$ cat config.mk
export PLATFORM = sky130hd
export DESIGN_NAME = bram_port_initiator
export DESIGN_NICKNAME = d
export VERILOG_FILES = /design/src/rtl/bram_port_initiator.sv
export SDC_FILE = /design/constraint.sdc
export NUM_CORES = 1
export LEC_CHECK = 0
export CAP_MARGIN = 20
export CORE_MARGIN = 4
export CORE_UTILIZATION = 28
export CTS_BUF_LIST = sky130_fd_sc_hd__clkbuf_4
export DETAILED_ROUTE_END_ITERATION = 10
export GPL_TIMING_DRIVEN = 0
export PLACE_DENSITY = 0.62
export SLEW_MARGIN = 30
export SYNTH_ARGS = -nofsm -noshare
export SYNTH_HDL_FRONTEND = slang
export SYNTH_SLANG_ARGS = --single-unit
$ cat constraint.sdc
create_clock -name CLK -period 2.51 [get_ports CLK]
set_input_delay 0.251 -clock CLK [delete_from_list [all_inputs] [get_ports CLK]]
set_output_delay 0.251 -clock CLK [all_outputs]
set_load 0.005 [all_outputs]
$ cat src/rtl/bram_port_initiator.sv
// bram_port_initiator
//
// Request/response front-end for one port of a true dual-port byte-enable
// block RAM. Clients issue valid/ready read and write requests; at most one
// RAM operation is issued per cycle. Read data is captured one cycle after
// issue and returned in order through a small response FIFO with
// backpressure, so clients never deal with RAM latency or output hold.
//
// Optional build macro:
//   BRAM_INIT_CLEAR_EN - after reset, sweep the whole RAM with zeros
//                        (2^ADDR_WIDTH cycles, BUSY=1) before accepting
//                        requests. Undefined: no sweep, BUSY tied low.
//
// Parameters:
//   ADDR_WIDTH  RAM word address width (must match the attached RAM)
//   DATA_WIDTH  word width, multiple of 8
//   BE_WIDTH    byte-enable width, DATA_WIDTH/8
//   RESP_DEPTH  response FIFO entries (>=2; >=3 sustains one read per cycle)
//
// Ports:
//   CLK, RST_N                 clock (rising edge), async active-low reset
//   REQ_VALID/REQ_READY        request handshake
//   REQ_WE/ADDR/DATA/BE        request fields (1=write, 0=read)
//   RESP_VALID/READY/DATA      in-order read responses
//   RAM_DI/ADDR/WE/RE/BE       drive the RAM port
//   RAM_DO                     registered RAM read data (held while RE=0)
//   BUSY                       init sweep in progress
module bram_port_initiator #(
    parameter int ADDR_WIDTH = 1,
    parameter int DATA_WIDTH = 8,
    parameter int BE_WIDTH   = DATA_WIDTH / 8,
    parameter int RESP_DEPTH = 3
) (
    input  logic                  CLK,
    input  logic                  RST_N,
    input  logic                  REQ_VALID,
    output logic                  REQ_READY,
    input  logic                  REQ_WE,
    input  logic [ADDR_WIDTH-1:0] REQ_ADDR,
    input  logic [DATA_WIDTH-1:0] REQ_DATA,
    input  logic [BE_WIDTH-1:0]   REQ_BE,
    output logic                  RESP_VALID,
    input  logic                  RESP_READY,
    output logic [DATA_WIDTH-1:0] RESP_DATA,
    output logic [DATA_WIDTH-1:0] RAM_DI,
    output logic [ADDR_WIDTH-1:0] RAM_ADDR,
    output logic                  RAM_WE,
    output logic                  RAM_RE,
    output logic [BE_WIDTH-1:0]   RAM_BE,
    input  logic [DATA_WIDTH-1:0] RAM_DO,
    output logic                  BUSY
);

    localparam int PTR_W = (RESP_DEPTH > 1) ? $clog2(RESP_DEPTH) : 1;
    localparam int CNT_W = $clog2(RESP_DEPTH + 1);
    localparam logic [PTR_W-1:0] PTR_LAST  = PTR_W'(RESP_DEPTH - 1);
    localparam logic [CNT_W-1:0] DEPTH_CNT = CNT_W'(RESP_DEPTH);

    // Elaboration-time parameter sanity.
    generate
        if ((DATA_WIDTH % 8) != 0) begin : g_bad_data_width
            $error("DATA_WIDTH must be a multiple of 8");
        end
        if (BE_WIDTH != DATA_WIDTH / 8) begin : g_bad_be_width
            $error("BE_WIDTH must equal DATA_WIDTH/8");
        end
        if (RESP_DEPTH < 2) begin : g_bad_depth
            $error("RESP_DEPTH must be at least 2");
        end
    endgenerate

    // ------------------------------------------------------------------
    // Run/clear control
    // ------------------------------------------------------------------
    logic in_run;

`ifdef BRAM_INIT_CLEAR_EN
    typedef enum logic {
        ST_CLEAR = 1'b0,
        ST_RUN   = 1'b1
    } state_t;

    localparam logic [ADDR_WIDTH-1:0] CLR_LAST = '1;

    state_t                  state_reg, state_next;
    logic [ADDR_WIDTH-1:0]   clr_addr_reg, clr_addr_next;
    logic                    clearing;

    always_ff @(posedge CLK or negedge RST_N) begin
        if (!RST_N) begin
            state_reg    <= ST_CLEAR;
            clr_addr_reg <= '0;
        end else begin
            state_reg    <= state_next;
            clr_addr_reg <= clr_addr_next;
        end
    end

    always_comb begin
        state_next    = state_reg;
        clr_addr_next = clr_addr_reg;
        case (state_reg)
            ST_CLEAR: begin
                clr_addr_next = clr_addr_reg + ADDR_WIDTH'(1);
                if (clr_addr_reg == CLR_LAST) begin
                    state_next = ST_RUN;
                end
            end
            default: begin
                state_next = ST_RUN;
            end
        endcase
    end

    assign clearing = (state_reg == ST_CLEAR);
    assign in_run   = (state_reg == ST_RUN);
    assign BUSY     = clearing;
`else
    assign in_run = 1'b1;
    assign BUSY   = 1'b0;
`endif

    // ------------------------------------------------------------------
    // Credit accounting and issue
    // ------------------------------------------------------------------
    logic                  inflight_reg, inflight_next;
    logic [CNT_W-1:0]      count_reg, count_next;
    logic [PTR_W-1:0]      wr_ptr_reg, wr_ptr_next;
    logic [PTR_W-1:0]      rd_ptr_reg, rd_ptr_next;
    logic [CNT_W-1:0]      credits_used;
    logic                  accept;
    logic                  rd_issue;
    logic                  wr_issue;
    logic                  capture;
    logic                  pop;
    logic [BE_WIDTH-1:0]   be_gated;

    // Every buffered or in-flight read holds one response slot; a new request
    // may only go out if a slot is guaranteed, which keeps the FIFO from
    // ever overflowing. RST_N gates ready so nothing is accepted while the
    // reset is held, even though the state registers already read RUN.
    assign credits_used = count_reg + CNT_W'(inflight_reg);
    assign REQ_READY    = RST_N && in_run && (credits_used < DEPTH_CNT);

    assign accept   = REQ_VALID && REQ_READY;
    assign rd_issue = accept && !REQ_WE;
    assign wr_issue = accept && REQ_WE;

    // Byte enables only reach the RAM on writes.
    generate
        for (genvar gi = 0; gi < BE_WIDTH; gi++) begin : g_be
            assign be_gated[gi] = REQ_BE[gi] & REQ_WE;
        end
    endgenerate

    always_comb begin
        RAM_ADDR = REQ_ADDR;
        RAM_DI   = REQ_DATA;
        RAM_BE   = be_gated;
        RAM_WE   = wr_issue;
        RAM_RE   = rd_issue;
`ifdef BRAM_INIT_CLEAR_EN
        if (clearing) begin
            RAM_ADDR = clr_addr_reg;
            RAM_DI   = '0;
            RAM_BE   = '1;
            RAM_WE   = RST_N;
            RAM_RE   = 1'b0;
        end
`endif
    end

    // ------------------------------------------------------------------
    // Response FIFO
    // ------------------------------------------------------------------
    function automatic logic [PTR_W-1:0] ptr_inc(input logic [PTR_W-1:0] p);
        return (p == PTR_LAST) ? '0 : p + PTR_W'(1);
    endfunction

    // RAM_DO is valid the cycle after a read issue; inflight marks that cycle.
    assign capture    = inflight_reg;
    assign RESP_VALID = (count_reg != '0);
    assign pop        = RESP_VALID && RESP_READY;

    always_comb begin
        inflight_next = rd_issue;
        wr_ptr_next   = capture ? ptr_inc(wr_ptr_reg) : wr_ptr_reg;
        rd_ptr_next   = pop ? ptr_inc(rd_ptr_reg) : rd_ptr_reg;
        count_next    = count_reg;
        case ({capture, pop})
            2'b10:   count_next = count_reg + CNT_W'(1);
            2'b01:   count_next = count_reg - CNT_W'(1);
            default: count_next = count_reg;
        endcase
    end

    always_ff @(posedge CLK or negedge RST_N) begin
        if (!RST_N) begin
            inflight_reg <= 1'b0;
            count_reg    <= '0;
            wr_ptr_reg   <= '0;
            rd_ptr_reg   <= '0;
        end else begin
            inflight_reg <= inflight_next;
            count_reg    <= count_next;
            wr_ptr_reg   <= wr_ptr_next;
            rd_ptr_reg   <= rd_ptr_next;
        end
    end

    // Data storage carries no reset; validity is tracked by count_reg alone.
    // The head entry is read combinationally so a response is presented the
    // cycle after capture.
    logic [DATA_WIDTH-1:0] resp_mem [RESP_DEPTH];

    always_ff @(posedge CLK) begin
        if (capture) begin
            resp_mem[wr_ptr_reg] <= RAM_DO;
        end
    end

    assign RESP_DATA = resp_mem[rd_ptr_reg];

endmodule

==> metrics list, run 1 <==
- The run finished with clean final reports.
- # setup viols final: 0
- CP required: 2.26 ns
- Clock period minus worst slack: 2.30 ns
* Fin worst setup slack: 0.209 ns
* Leading register cell type out of synthesis: sky130_fd_sc_hd__edfxtp_1
- Buffer depth of the longest clock path: 2
- Post-detailed-route via-to-cell ratio: 4.48
- Final net count: 164
* Maximum clock frequency: 435 MHz
- Setup Fix Bufs, Post-CTS: 0
- RSZ-0062 raised after global routing: false
- The repair_antennas step left the layout with diodes totalling 0.
- The tree built by TritonCTS fans out to 31 sinks.
- Yosys instantiated no cell more often than sky130_fd_sc_hd__edfxtp_1.
- Global routing used 8.56% of the available tracks across all layers.
* Ys async rst share: 22.6%
- Initial antenna violation count: 0
* Effective utilization at floorplan: 29.6%
- Count of buffering cells on the critical path with inverters included: 1
- On the critical path, the stage with the largest delay is an instance of sky130_fd_sc_hd__clkdlybuf4s50_1.
- Entering global routing, the biggest net connects 11 pins.
- resp_mem holds more flip-flops than any other register.
- The signal on the critical path passes through ha_1 -> xor2_1 -> a21oi_1 -> nor2b_1 -> clkdlybuf4s50_1.
* First-pass iteration count of the detailed router: 4
* HPWL reported at the end of detailed placement: 1740 um
- Element type at the critical path end: output pin
- Instance count after placement with tap cells included: 184
- Most instantiated cells after synthesis: 24 x sky130_fd_sc_hd__edfxtp_1, 11 x sky130_fd_sc_hd__buf_4, 11 x sky130_fd_sc_hd__nand2_1
- Row Count: 24
- Top Ports: 46
- Number of global-route vias before repair: 899
- Leaving out filler cells and counting taps, the final layout contains 192.
* Largest cells by area after synthesis: sky130_fd_sc_hd__edfxtp_1 54%, sky130_fd_sc_hd__dfrtp_1 13%, sky130_fd_sc_hd__buf_4 6.2%, sky130_fd_sc_hd__mux2i_1 6.0%, sky130_fd_sc_hd__nand2_1 3.1%
- Die height: 76.8 um
* Count of flip-flops with a built-in enable after synthesis: 24
- Across all hold checks on the routed design, the worst slack comes to 0.201 ns.
- Minimum setup slack after placement: 0.324 ns
- The register with the most flip-flops in the layout has 24 of them.
- Floorplan core area: 0.00447 mm2
- Peak fanout along the critical path: 5
* CTS tree: yes
- Pleak: 0.710 nW
- The routed layout has 860 vias.
- For this run, design rule violations remaining after detail routing come to 0.
* Origin of the critical flop-to-flop path: capture
- The kind of cell with the highest combined delay along the critical path is buffers and inverters.
- After synthesis, the netlist uses 24 different library cells.
- The synthesized netlist occupies a cell area of 0.00133 mm2.
* Final wirelength: 2430 um
- In this design, the stage delay of the slowest critical-path cell is 0.53 ns.
* Total Die Area: 0.00590 mm2
* Width of the chip: 76.8 um
* Transition time of the tightest slew-check pin: 0.766 ns
- Fill cells in the final layout number 419.
* Fraction of the cycle the final worst path needs: 91.7%
* Total count of max-transition violations in the final report: 0
* Later-pin clock latency in the skew report: 0.32 ns
- In the final layout, the share of cells above drive strength 1 is 17.1%.
* Sequential area share after synthesis: 67.5%
* Clock root buffer: sky130_fd_sc_hd__clkbuf_4
* H-tree lvl count: 2
* Global-route wire length before repair: 3870 um
- Largest area contributor in the netlist: sky130_fd_sc_hd__edfxtp_1
* Startpoint type of the worst setup path: flip-flop
* Final routed wire length divided by cell count: 12.6 um
- Critical path start-end classification: flip-flop to output pin
- Total overflow reported by the global router: 0
- IR Drop Worst-Case VDD: 383 uV
- Cell count after synthesis: 97
* Count of cells resized by post-cts repair: 0
- Signal arrival time at the worst endpoint: 2.05 ns
* Drt first-iter violations: 15
* Number of warning messages in the yosys log: 0
- The number of failing hold endpoints at the final stage was 0.
* Synth Net Count: 122
- Number of buffers inserted during clock tree synthesis: 5
* Post-route setup TNS: 0 ns
* FF+latch count, synth: 31
- Dividing total power by cell area gives a power density of 909 mW/mm2.
- After clock tree synthesis, the clock-pin slew on the worst setup and hold paths is 0.09 ns.
- # port buffers: 35
* Routability Congestion: 0.716
- The detail route stage leaves a number of antenna-violating nets equal to 0.
- Post-route total power: 1.66 mW
- Quantity of hold-fixing buffers added after cts: 0
- In this run the mean area of a mapped cell was 13.7 um2.
- Setup crit start: count_reg[0]
* Kind of path behind the tightest hold check: primary input to async pin
- In this run the tightest slew margin relative to its limit is 48.7%.
- On the final layout, the worst clock skew is 0.00651 ns.
- Max-cap violations in this run came to 0.
- After synthesis, the largest area contributor takes up 54.3% of total cell area.
- From synthesis to final layout, the design area changed by 37.8%.
[worst register-to-register path: cells and delay by family, from the launching register on]
kind	cells	cell delay, ns
buffers and inverters	1	0.12
and+or+nand+nor	1	0.65
DFF	1	0.38
[power breakdown]
group | internal [mW] | switching, mW
Sequential | 0.627 | 0.0544
Combinational | 0.353 | 0.261
Clock | 0.205 | 0.161
Total | 1.19 | 0.477
[placed cells by master (no fill, tap or decap), types with 2 or more instances in the layout]
| master | Yosys | layout |
|---|---|---|
| sky130_fd_sc_hd__a21o_1 | 3 | 3 |
| sky130_fd_sc_hd__and2_1 | 2 | 2 |
| sky130_fd_sc_hd__buf_2 | 2 | 2 |
| sky130_fd_sc_hd__buf_4 | 11 | 11 |
| sky130_fd_sc_hd__clkbuf_4 | 0 | 5 |
| sky130_fd_sc_hd__clkdlybuf4s50_1 | 0 | 35 |
| sky130_fd_sc_hd__dfrtp_1 | 7 | 7 |
| sky130_fd_sc_hd__edfxtp_1 | 24 | 24 |
| sky130_fd_sc_hd__ha_1 | 2 | 2 |
| sky130_fd_sc_hd__inv_1 | 2 | 2 |
| sky130_fd_sc_hd__mux2i_1 | 8 | 8 |
| sky130_fd_sc_hd__nand2_1 | 11 | 11 |
| sky130_fd_sc_hd__nor2_1 | 2 | 2 |
| sky130_fd_sc_hd__o21ai_1 | 8 | 8 |
| sky130_fd_sc_hd__xnor2_1 | 2 | 2 |
| sky130_fd_sc_hd__xor2_1 | 2 | 2 |
[metrics by stage]
step	area [um2]	utilization, %
finish	1830	40.9
CTS	1830	40.9
global route	1830	40.9
global placement	1740	38.9
floorplan	1330	-
detailed placement	1750	39.1
[cell type report]
class / count / area (um2) / share of cell area (%)
flip-flops and latches: 31 / 896 / 49.0
inverters: 2 / 7.51 / 0.411
repair buffers: 35 / 350 / 19.2
clock inverters: 3 / 38.8 / 2.12
well taps: 52 / 65.1 / 3.56
plain buffers: 13 / 92.6 / 5.07
clock buffers: 5 / 37.5 / 2.05
multi-input cells: 51 / 340 / 18.6
[final timing paths]
kind	to	slack [ns]	cells after the start
max	RAM_RE	0.21	5
min	capture	0.20	1
max reg2reg	resp_mem[1][1]	0.99	2
min reg2reg	count_reg[1]	0.55	1
max in group asynchronous	rd_ptr_reg[1]	2.04	1
min in group CLK	capture	0.51	2
[kinds of logic after synthesis]
group / share of synthesized area (%)
compound gates: 6.70
xor+xnor: 2.64
fa+ha+maj: 1.89
buf+inv: 7.55
flops: 67.5
mux: 6.04
other cells: 0.283
simple gates: 7.36
[per-layer routing]
metal | routed length, um | share of wire (%) | global-route usage, %
met1 | 963 | 40 | 8.18
met4 | 22 | 0.91 | 4.89
met3 | 243 | 10 | 3.51
met2 | 1200 | 49 | 15.3
met5 | 0 | 0 | 0
(Power assumes the default switching activity.)
==> run 2, diff against run 1 <==
CTS_CLUSTER_SIZE = 25   (was default)
==> results of run 2 <==
Same layout as run 1: the final DEF is identical, and so are final timing and power.
==> run 3, diff against run 2 <==
CAP_MARGIN = 15   (was 20)
==> results of run 3 <==
Same layout as run 1: the final DEF is identical, and so are final timing and power.
